**config.mk**
```make
export PLATFORM = sky130hd
export DESIGN_NAME = ps2_mouse_ctrl_flat
export DESIGN_NICKNAME = d
export VERILOG_FILES = /design/src/rtl/ps2_pkg.sv /design/src/rtl/ps2_mouse_ctrl_if.sv /design/src/rtl/ps2_frame_check.sv /design/src/rtl/ps2_mouse_ctrl.sv /design/src/flat_wrapper.sv
export SDC_FILE = /design/constraint.sdc
export NUM_CORES = 1
export LEC_CHECK = 0
export ABC_CLOCK_PERIOD_IN_PS = 2800
export CAP_MARGIN = 20
export CORE_MARGIN = 8
export CORE_UTILIZATION = 30
export DETAILED_ROUTE_END_ITERATION = 10
export GPL_TIMING_DRIVEN = 0
export SLEW_MARGIN = 10
export SYNTH_ARGS = -nofsm -noshare
export SYNTH_HDL_FRONTEND = slang
export SYNTH_SLANG_ARGS = --single-unit
```
**constraint.sdc**
```tcl
create_clock -name qzt_clk -period 2.8 [get_ports qzt_clk]
set_input_delay 0.28 -clock qzt_clk [delete_from_list [all_inputs] [get_ports qzt_clk]]
set_output_delay 0.28 -clock qzt_clk [all_outputs]
set_load 0.05 [all_outputs]
```
**src/rtl/ps2_pkg.sv**
```systemverilog
// rtl/ps2_pkg.sv - shared PS/2 command/response constants and controller state encoding
package ps2_pkg;

    localparam logic [7:0] CMD_RESET    = 8'hFF;
    localparam logic [7:0] CMD_ENABLE   = 8'hF4;

    localparam logic [7:0] RSP_ACK      = 8'hFA;
    localparam logic [7:0] RSP_RESEND   = 8'hFE;
    localparam logic [7:0] RSP_BAT_OK   = 8'hAA;
    localparam logic [7:0] RSP_MOUSE_ID = 8'h00;

    typedef enum logic [2:0] {
        ST_SEND_RST  = 3'd0,
        ST_WAIT_ACK1 = 3'd1,
        ST_WAIT_BAT  = 3'd2,
        ST_WAIT_ID   = 3'd3,
        ST_SEND_EN   = 3'd4,
        ST_WAIT_ACK2 = 3'd5,
        ST_STREAM    = 3'd6,
        ST_FAIL      = 3'd7
    } ctrl_state_t;

    // States in which a command byte is being handed to the transmitter
    function automatic logic is_send_state(input ctrl_state_t s);
        return (s == ST_SEND_RST) || (s == ST_SEND_EN);
    endfunction

    // States in which a device response is pending and the response timer runs
    function automatic logic is_wait_state(input ctrl_state_t s);
        return (s == ST_WAIT_ACK1) || (s == ST_WAIT_BAT) ||
               (s == ST_WAIT_ID)   || (s == ST_WAIT_ACK2);
    endfunction

    // Byte the device must return for the controller to leave a WAIT state
    function automatic logic [7:0] expected_rsp(input ctrl_state_t s);
        case (s)
            ST_WAIT_BAT: return RSP_BAT_OK;
            ST_WAIT_ID:  return RSP_MOUSE_ID;
            default:     return RSP_ACK;
        endcase
    endfunction

endpackage

```
**src/rtl/ps2_mouse_ctrl_if.sv**
```systemverilog
// rtl/ps2_mouse_ctrl_if.sv - receiver/transmitter handshake and packet outputs of the mouse controller
interface ps2_mouse_ctrl_if;

    logic [10:0] rx_data;
    logic        rx_done;
    logic        rx_err;
    logic        rx_enable;
    logic        tx_req;
    logic [7:0]  tx_byte;
    logic        tx_done;
    logic        pkt_valid;
    logic [2:0]  buttons;
    logic [8:0]  dx;
    logic [8:0]  dy;
    logic [1:0]  ovf;
    logic        streaming;
    logic        init_fail;
    logic [7:0]  err_count;

    modport master (
        input  rx_data, rx_done, rx_err, tx_done,
        output rx_enable, tx_req, tx_byte,
        output pkt_valid, buttons, dx, dy, ovf,
        output streaming, init_fail, err_count
    );

    modport slave (
        output rx_data, rx_done, rx_err, tx_done,
        input  rx_enable, tx_req, tx_byte,
        input  pkt_valid, buttons, dx, dy, ovf,
        input  streaming, init_fail, err_count
    );

endinterface

```
**src/rtl/ps2_frame_check.sv**
```systemverilog
// rtl/ps2_frame_check.sv - combinational 11-bit PS/2 frame validation and byte extraction
module ps2_frame_check (
    input  logic [10:0] rx_data,
    input  logic        rx_err,
    output logic [7:0]  rx_byte,
    output logic        good
);

    // Frame is sent LSB first, so data bit i sits at rx_data[9-i]
    always_comb begin
        rx_byte = '0;
        for (int i = 0; i < 8; i++) begin
            rx_byte[i] = rx_data[9-i];
        end
    end

    // Start low, stop high, odd parity over data+parity, and no receiver timeout
    assign good = ~rx_data[10] & rx_data[0] & (^rx_data[9:1]) & ~rx_err;

endmodule

```
**src/rtl/ps2_mouse_ctrl.sv**
```systemverilog
// rtl/ps2_mouse_ctrl.sv - PS/2 mouse init handshake, retry handling and stream packet assembly
module ps2_mouse_ctrl
    import ps2_pkg::*;
#(
    parameter int RESP_TIMEOUT = 25_000_000,
    parameter int GAP_TIMEOUT  = 50_000,
    parameter int MAX_RETRIES  = 3
) (
    input  logic             qzt_clk,
    input  logic             rst_n,
    input  logic             restart,
    ps2_mouse_ctrl_if.master bus
);

    localparam int RTW = $clog2(RESP_TIMEOUT + 1);
    localparam int GTW = $clog2(GAP_TIMEOUT + 1);
    localparam int RCW = $clog2(MAX_RETRIES + 2);

    localparam logic [RTW-1:0] RESP_LAST = RTW'(RESP_TIMEOUT - 1);
    localparam logic [GTW-1:0] GAP_LAST  = GTW'(GAP_TIMEOUT - 1);
    localparam logic [RCW-1:0] RETRY_MAX = RCW'(MAX_RETRIES);

    ctrl_state_t    state_q, state_d;
    logic [RCW-1:0] retry_q, retry_d;
    logic [RTW-1:0] resp_cnt_q;
    logic [GTW-1:0] gap_cnt_q;
    logic [1:0]     idx_q;
    logic [7:0]     b0_q, b1_q;

    logic           tx_req_q;
    logic [7:0]     tx_byte_q;
    logic           rx_enable_q;
    logic           pkt_valid_q;
    logic [2:0]     buttons_q;
    logic [8:0]     dx_q, dy_q;
    logic [1:0]     ovf_q;
    logic           streaming_q;
    logic           init_fail_q;
    logic [7:0]     err_count_q;

    logic [7:0]     rx_byte;
    logic           frame_good;
    logic           tx_ack;
    logic           in_wait;
    logic           in_stream;
    logic           resp_expired;
    logic           retry_step;
    logic           err_inc;

    ps2_frame_check u_frame_check (
        .rx_data (bus.rx_data),
        .rx_err  (bus.rx_err),
        .rx_byte (rx_byte),
        .good    (frame_good)
    );

    // A tx_done only counts while a request is actually outstanding
    assign tx_ack       = bus.tx_done & tx_req_q;
    assign in_wait      = is_wait_state(state_q);
    assign in_stream    = (state_q == ST_STREAM);
    assign resp_expired = in_wait & (resp_cnt_q == RESP_LAST);

    // Bad frames are counted wherever frames are listened to; bytes without
    // the sync bit are counted when dropped at the start of a packet
    assign err_inc = bus.rx_done & ~restart &
                     ((((in_wait | in_stream) & ~frame_good)) |
                      (in_stream & frame_good & (idx_q == 2'd0) & ~rx_byte[3]));

    // Next-state logic: handshake progress, retry accounting, restart override
    always_comb begin
        state_d    = state_q;
        retry_d    = retry_q;
        retry_step = 1'b0;

        case (state_q)
            ST_SEND_RST: begin
                if (tx_ack) begin
                    state_d = ST_WAIT_ACK1;
                end
            end
            ST_SEND_EN: begin
                if (tx_ack) begin
                    state_d = ST_WAIT_ACK2;
                end
            end
            ST_WAIT_ACK1, ST_WAIT_BAT, ST_WAIT_ID, ST_WAIT_ACK2: begin
                // A frame arriving on the expiry cycle takes precedence over the timer
                if (bus.rx_done) begin
                    if (frame_good && (rx_byte == expected_rsp(state_q))) begin
                        case (state_q)
                            ST_WAIT_ACK1: state_d = ST_WAIT_BAT;
                            ST_WAIT_BAT:  state_d = ST_WAIT_ID;
                            ST_WAIT_ID: begin
                                state_d = ST_SEND_EN;
                                retry_d = '0;
                            end
                            default:      state_d = ST_STREAM;
                        endcase
                    end else begin
                        retry_step = 1'b1;
                    end
                end else if (resp_expired) begin
                    retry_step = 1'b1;
                end
            end
            default: begin
            end
        endcase

        if (retry_step) begin
            retry_d = retry_q + 1'b1;
            if (retry_q < RETRY_MAX) begin
                state_d = (state_q == ST_WAIT_ACK2) ? ST_SEND_EN : ST_SEND_RST;
            end else begin
                state_d = ST_FAIL;
            end
        end

        if (restart) begin
            state_d = ST_SEND_RST;
            retry_d = '0;
        end
    end

    // State and retry registers
    always_ff @(posedge qzt_clk or negedge rst_n) begin
        if (!rst_n) begin
            state_q <= ST_SEND_RST;
            retry_q <= '0;
        end else begin
            state_q <= state_d;
            retry_q <= retry_d;
        end
    end

    // Response timer: runs only while parked in one WAIT state, restarts on any transition
    always_ff @(posedge qzt_clk or negedge rst_n) begin
        if (!rst_n) begin
            resp_cnt_q <= '0;
        end else if (in_wait && (state_d == state_q)) begin
            resp_cnt_q <= resp_cnt_q + 1'b1;
        end else begin
            resp_cnt_q <= '0;
        end
    end

    // Registered link-side outputs derived from the next state
    always_ff @(posedge qzt_clk or negedge rst_n) begin
        if (!rst_n) begin
            tx_req_q    <= 1'b0;
            tx_byte_q   <= CMD_RESET;
            rx_enable_q <= 1'b0;
            streaming_q <= 1'b0;
            init_fail_q <= 1'b0;
        end else begin
            // Never re-raise the request on the same edge that retires one
            tx_req_q    <= is_send_state(state_d) & ~tx_ack;
            if (is_send_state(state_d)) begin
                tx_byte_q <= (state_d == ST_SEND_EN) ? CMD_ENABLE : CMD_RESET;
            end
            rx_enable_q <= is_wait_state(state_d) | (state_d == ST_STREAM);
            streaming_q <= (state_d == ST_STREAM);
            init_fail_q <= (state_d == ST_FAIL);
        end
    end

    // Error counter, saturating so a noisy line cannot wrap it back to a small value
    always_ff @(posedge qzt_clk or negedge rst_n) begin
        if (!rst_n) begin
            err_count_q <= '0;
        end else if (err_inc && (err_count_q != 8'hFF)) begin
            err_count_q <= err_count_q + 1'b1;
        end
    end

    // Stream packet assembly with sync-bit alignment and inter-byte gap recovery
    always_ff @(posedge qzt_clk or negedge rst_n) begin
        if (!rst_n) begin
            idx_q       <= '0;
            gap_cnt_q   <= '0;
            b0_q        <= '0;
            b1_q        <= '0;
            pkt_valid_q <= 1'b0;
            buttons_q   <= '0;
            dx_q        <= '0;
            dy_q        <= '0;
            ovf_q       <= '0;
        end else begin
            pkt_valid_q <= 1'b0;
            if (restart || !in_stream) begin
                idx_q     <= '0;
                gap_cnt_q <= '0;
            end else if (bus.rx_done) begin
                gap_cnt_q <= '0;
                if (!frame_good) begin
                    idx_q <= '0;
                end else begin
                    case (idx_q)
                        2'd0: begin
                            if (rx_byte[3]) begin
                                b0_q  <= rx_byte;
                                idx_q <= 2'd1;
                            end
                        end
                        2'd1: begin
                            b1_q  <= rx_byte;
                            idx_q <= 2'd2;
                        end
                        default: begin
                            buttons_q   <= b0_q[2:0];
                            dx_q        <= {b0_q[4], b1_q};
                            dy_q        <= {b0_q[5], rx_byte};
                            ovf_q       <= {b0_q[7], b0_q[6]};
                            pkt_valid_q <= 1'b1;
                            idx_q       <= 2'd0;
                        end
                    endcase
                end
            end else if (idx_q != 2'd0) begin
                if (gap_cnt_q == GAP_LAST) begin
                    idx_q     <= '0;
                    gap_cnt_q <= '0;
                end else begin
                    gap_cnt_q <= gap_cnt_q + 1'b1;
                end
            end else begin
                gap_cnt_q <= '0;
            end
        end
    end

    assign bus.tx_req    = tx_req_q;
    assign bus.tx_byte   = tx_byte_q;
    assign bus.rx_enable = rx_enable_q;
    assign bus.pkt_valid = pkt_valid_q;
    assign bus.buttons   = buttons_q;
    assign bus.dx        = dx_q;
    assign bus.dy        = dy_q;
    assign bus.ovf       = ovf_q;
    assign bus.streaming = streaming_q;
    assign bus.init_fail = init_fail_q;
    assign bus.err_count = err_count_q;

endmodule
```
**src/flat_wrapper.sv**
```systemverilog
// flat-port wrapper written by rule: the top's interface ports become plain ports
module ps2_mouse_ctrl_flat import ps2_pkg::*;
#(
    parameter int RESP_TIMEOUT = 25_000_000,
    parameter int GAP_TIMEOUT  = 50_000,
    parameter int MAX_RETRIES  = 3
)
  (qzt_clk, rst_n, restart, bus_rx_data, bus_rx_done, bus_rx_err, bus_tx_done, bus_rx_enable, bus_tx_req, bus_tx_byte, bus_pkt_valid, bus_buttons, bus_dx, bus_dy, bus_ovf, bus_streaming, bus_init_fail, bus_err_count);
  ps2_mouse_ctrl_if bus_i ();
  input  logic qzt_clk;
  input  logic rst_n;
  input  logic restart;
  input wire logic [$bits(bus_i.rx_data)-1:0] bus_rx_data;
  input wire logic [$bits(bus_i.rx_done)-1:0] bus_rx_done;
  input wire logic [$bits(bus_i.rx_err)-1:0] bus_rx_err;
  input wire logic [$bits(bus_i.tx_done)-1:0] bus_tx_done;
  output wire logic [$bits(bus_i.rx_enable)-1:0] bus_rx_enable;
  output wire logic [$bits(bus_i.tx_req)-1:0] bus_tx_req;
  output wire logic [$bits(bus_i.tx_byte)-1:0] bus_tx_byte;
  output wire logic [$bits(bus_i.pkt_valid)-1:0] bus_pkt_valid;
  output wire logic [$bits(bus_i.buttons)-1:0] bus_buttons;
  output wire logic [$bits(bus_i.dx)-1:0] bus_dx;
  output wire logic [$bits(bus_i.dy)-1:0] bus_dy;
  output wire logic [$bits(bus_i.ovf)-1:0] bus_ovf;
  output wire logic [$bits(bus_i.streaming)-1:0] bus_streaming;
  output wire logic [$bits(bus_i.init_fail)-1:0] bus_init_fail;
  output wire logic [$bits(bus_i.err_count)-1:0] bus_err_count;
  assign bus_i.rx_data = bus_rx_data;
  assign bus_i.rx_done = bus_rx_done;
  assign bus_i.rx_err = bus_rx_err;
  assign bus_i.tx_done = bus_tx_done;
  assign bus_rx_enable = bus_i.rx_enable;
  assign bus_tx_req = bus_i.tx_req;
  assign bus_tx_byte = bus_i.tx_byte;
  assign bus_pkt_valid = bus_i.pkt_valid;
  assign bus_buttons = bus_i.buttons;
  assign bus_dx = bus_i.dx;
  assign bus_dy = bus_i.dy;
  assign bus_ovf = bus_i.ovf;
  assign bus_streaming = bus_i.streaming;
  assign bus_init_fail = bus_i.init_fail;
  assign bus_err_count = bus_i.err_count;
  ps2_mouse_ctrl #(.RESP_TIMEOUT(RESP_TIMEOUT), .GAP_TIMEOUT(GAP_TIMEOUT), .MAX_RETRIES(MAX_RETRIES)) u_core (.qzt_clk(qzt_clk), .rst_n(rst_n), .restart(restart), .bus(bus_i));
endmodule
```
==> load_flow_metrics.sql, run 1 <==
INSERT INTO impl_metrics (metric_group, metric, value, unit) VALUES
('status', 'outcome', 'finished clean', ''),
('detailed_routing', 'via_count', '3334', ''),
('cts', 'clkSinkCount', '101', ''),
('die', 'vertical_die_dimension', '143', 'µm'),
('job', 'drv_cap', '0', ''),
('final_layout', 'post_route_cells_drive_above_1_share', '0.249', ''),
('cts', 'cts-buffers-inserted', '9', ''),
('synthesis', 'synth_top_area_frac', '0.521', ''),
('timing', 'timing_worst_slew_pin_value', '0.563', 'ns'),
('timing', 'fin_tns_setup', '0', 'ns'),
('cts', 'worst_skew_pair.late_latency', '0.34', 'ns'),
('synthesis', 'synth_edf_count', '0', ''),
('critical_path', 'cpMostUsedCell', 'sky130_fd_sc_hd__buf_6', ''),
('final_layout', 'finalNonFillerCells', '719', ''),
('placed_design', 'total_instance_count_after_detailed_placement', '695', ''),
('detailed_routing', 'route.detailed.vias_per_inst', '4.64', ''),
('timing', 'postLayoutSetupSlackWorst', '0.0632', 'ns'),
('synthesis', 'synth.yosys.warnings', '0', ''),
('placed_design', 'hpwl', '7420', 'µm'),
('cts', 'cts.clk_slew.worst_paths', '0.07', 'ns'),
('critical_path', 'endpoint_kind', 'flip-flop', ''),
('pwr', 'total_switching_power', '0.000892', 'W'),
('timing', 'achievable-frequency', '365', 'MHz'),
('pwr', 'portion_of_total_power_attributed_to_the_clock_network', '0.406', ''),
('critical_path', 'crit_path_max_incr_delay', '0.46', 'ns'),
('synthesis', 'number_of_synthesized_register_bits', '101', ''),
('die', 'floorplan.io_pins', '61', ''),
('global_routing', 'antenna_found_initial', '0', ''),
('cts', 'clk_root_buf', 'sky130_fd_sc_hd__clkbuf_16', ''),
('timing', 'min_period', '2.74', 'ns'),
('critical_path', 'critPathRequiredTime', '3.03', 'ns'),
('placed_design', 'detailedPlace.worstSlack', '-0.740', 'ns'),
('placed_design', 'placer_congestion_estimate', '0.829', ''),
('pwr', 'peakVddDrop', '0.000318', 'V'),
('detailed_routing', 'first_pass_detailed_route_iteration_total', '4', ''),
('global_routing', 'grt_pass1_vias', '3442', ''),
('timing', 'layout_worst_path_cycle_share', '0.977', ''),
('global_routing', 'grt_use_total', '0.106', ''),
('detailed_routing', 'route.antenna.remaining_nets', '0', ''),
('global_routing', 'pin_count_of_the_biggest_net_entering_global_routing', '65', ''),
('pwr', 'pwr-share-comb', '0.139', ''),
('critical_path', 'crit_chain', 'and2b_1, nand4b_1, a221oi_2, or3b_4, buf_6, a21bo_4, a21o_1, a41oi_4, buf_6, nor2_2', ''),
('synthesis', 'synthDistinctLibCells', '54', ''),
('synthesis', 'netlist_top_cells_area', 'sky130_fd_sc_hd__dfrtp_1, sky130_fd_sc_hd__mux2_2, sky130_fd_sc_hd__xor2_1', ''),
('cts', 'tritoncts', 'built', ''),
('die', 'chip_width', '143', 'µm'),
('critical_path', 'timing_worst_setup_path_type', 'reg -> reg', ''),
('die', 'fp.coreArea', '15800', 'µm²'),
('pwr', 'power.leakage', '2.65', 'nW'),
('timing', 'finalClockSkew', '0.00818', 'ns'),
('critical_path', 'worst_path_max_delay_cell', 'sky130_fd_sc_hd__or3b_4', ''),
('final_layout', 'num-nets-final', '519', ''),
('pwr', 'switching_share', '0.264', ''),
('synthesis', 'proportion_of_synthesized_flip_flops_having_asynchronous_set_or_reset', '1.00', ''),
('cts', 'htree_levels', '3', ''),
('timing', 'grt_setup_unrepaired', 'yes', ''),
('critical_path', 'timing.critical_path.arrival', '2.97', 'ns'),
('pwr', 'power.sequential.fraction', '0.455', ''),
('final_layout', 'nFillCells', '1576', ''),
('synthesis', 'synthMostInstantiatedCell', 'sky130_fd_sc_hd__dfrtp_1', ''),
('global_routing', 'grt_pass1_wl', '17200', 'µm'),
('global_routing', 'grt.overflow.total', '0', ''),
('die', 'floorplan.initialDensity', '0.305', ''),
('timing', 'final-hold-violation-count', '0', ''),
('final_layout', 'area_growth_from_synthesis_to_layout', '27.0', '%'),
('synthesis', 'yosys.area.top_type', 'sky130_fd_sc_hd__dfrtp_1', ''),
('hold_path', 'timing.hold.worst.class', 'in -> reg', ''),
('synthesis', 'avgSynthCellArea', '11.4', 'µm²'),
('cts', 'ctsLongestPathBuffers', '2', ''),
('timing', 'slew_violations', '0', ''),
('die', 'std_cell_rows', '46', '');
==> power groups by stage <==
stage | registers (W) | logic, W | clock network (W)
after floorplan | 0.00165 | 0.000186 | 0
after global placement | 0.00156 | 0.000435 | 0
after detailed placement | 0.00156 | 0.000447 | 0
after CTS | 0.00153 | 0.000461 | 0.00141
after global routing | 0.00154 | 0.000504 | 0.00147
final | 0.00153 | 0.000470 | 0.00137
==> path summary, 6_finish.rpt <==
| path | from | endpoint | slack (ns) | cells after the start |
|---|---|---|---|---|
| worst min-delay path | bus_rx_data[2] | u_core.bus.dy[7] | 0.22 | 2 |
| worst max register to register | u_core.state_q[2] | u_core.resp_cnt_q[15] | 0.06 | 10 |
| max in group asynchronous | rst_n | u_core.idx_q[0] | 1.66 | 3 |
| worst min register to register | u_core.gap_cnt_q[0] | u_core.gap_cnt_q[0] | 0.45 | 1 |
| worst max-delay path | u_core.state_q[2] | u_core.resp_cnt_q[15] | 0.06 | 10 |
| min in group asynchronous | rst_n | u_core.resp_cnt_q[11] | 0.46 | 2 |
==> state kept, by name, summed over array words and instances, names as in the netlist, 7 cells and up <==
register / cells
u_core.resp_cnt_q: 25
u_core.gap_cnt_q: 16
u_core.bus.dx: 9
u_core.bus.dy: 9
u_core.b1_q: 8
u_core.bus.err_count: 8
u_core.b0_q: 7
==> metrics by stage <==
stage	total power, W	instance area [µm²]
6_report	0.00337	6100
5_1_grt	0.00351	6100
4_1_cts	0.00341	6040
3_5_place_dp	0.00201	5620
3_3_place_gp	0.00199	5600
2_1_floorplan	0.00184	4820
==> critical path, delay by kind of cell (launching register included) <==
kind,cells,cell delay [ns]
simple gates,4,0.85
compound gates,4,1.01
buf+inv,2,0.34
flops,1,0.42
==> layer usage <==
layer	share of wire	track usage	wire length, µm	vias up
li1	-	-	-	1591
met1	0.46	0.131	4820	1681
met2	0.49	0.175	5140	54
met3	0.045	0.0282	471	8
met4	0.0092	0.0319	97	0
met5	0	0	0	-
==> cells by family after synthesis <==
logic type                 after synthesis  synth area share
muxes                                   39            0.0912
other                                    1          0.000781
buffers and inverters                   29            0.0362
AOI/OAI and AO/OA                       29            0.0495
DFF                                    101             0.527
xor gates and xnor gates                52            0.0977
and+or+nand+nor                        168             0.188
adders and majority gates                4            0.0104
==> repair_timing <==
item | CTS | global route
resized for setup | 13 | 16
setup buffers | 7 | 3
cloned | 2 | 0
endpoints found under the setup margin | 49 | 58
endpoints found under the hold margin | 36 | 0
pin swaps | 3 | 11
hold buffers | 1 | 0
==> cell usage in the layout (no fill, tap or decap), types with 6 or more instances in the layout <==
cell type | netlist | routed
sky130_fd_sc_hd__dfrtp_1 | 100 | 98
sky130_fd_sc_hd__clkdlybuf4s50_1 | 0 | 47
sky130_fd_sc_hd__nor2_1 | 45 | 44
sky130_fd_sc_hd__mux2_2 | 38 | 38
sky130_fd_sc_hd__nand3_1 | 28 | 28
sky130_fd_sc_hd__xor2_1 | 26 | 26
sky130_fd_sc_hd__xnor2_1 | 25 | 25
sky130_fd_sc_hd__nand2_1 | 23 | 23
sky130_fd_sc_hd__nor2_2 | 20 | 17
sky130_fd_sc_hd__buf_4 | 7 | 16
sky130_fd_sc_hd__and3_1 | 10 | 10
sky130_fd_sc_hd__clkbuf_16 | 0 | 9
sky130_fd_sc_hd__buf_6 | 5 | 7
sky130_fd_sc_hd__clkbuf_1 | 11 | 6
==> layout make-up <==
class / count / area, µm² / area share
Timing Repair Buffer: 65 / 647 / 0.106
Sequential cell: 101 / 2530 / 0.415
Multi-Input combinational cell: 297 / 2170 / 0.356
Clock buffer: 10 / 239 / 0.0392
Buffer: 19 / 129 / 0.0211
Inverter: 5 / 18.8 / 0.00308
Clock inverter: 6 / 91.3 / 0.0150
Tap cell: 216 / 270 / 0.0443
Power figures use the tool's default switching activity.
==> run 2: changes to the inputs <==
ABC_CLOCK_PERIOD_IN_PS = unset   (was 2800)
==> results of run 2 <==
Final layout, timing and power as in run 1 (identical DEF).
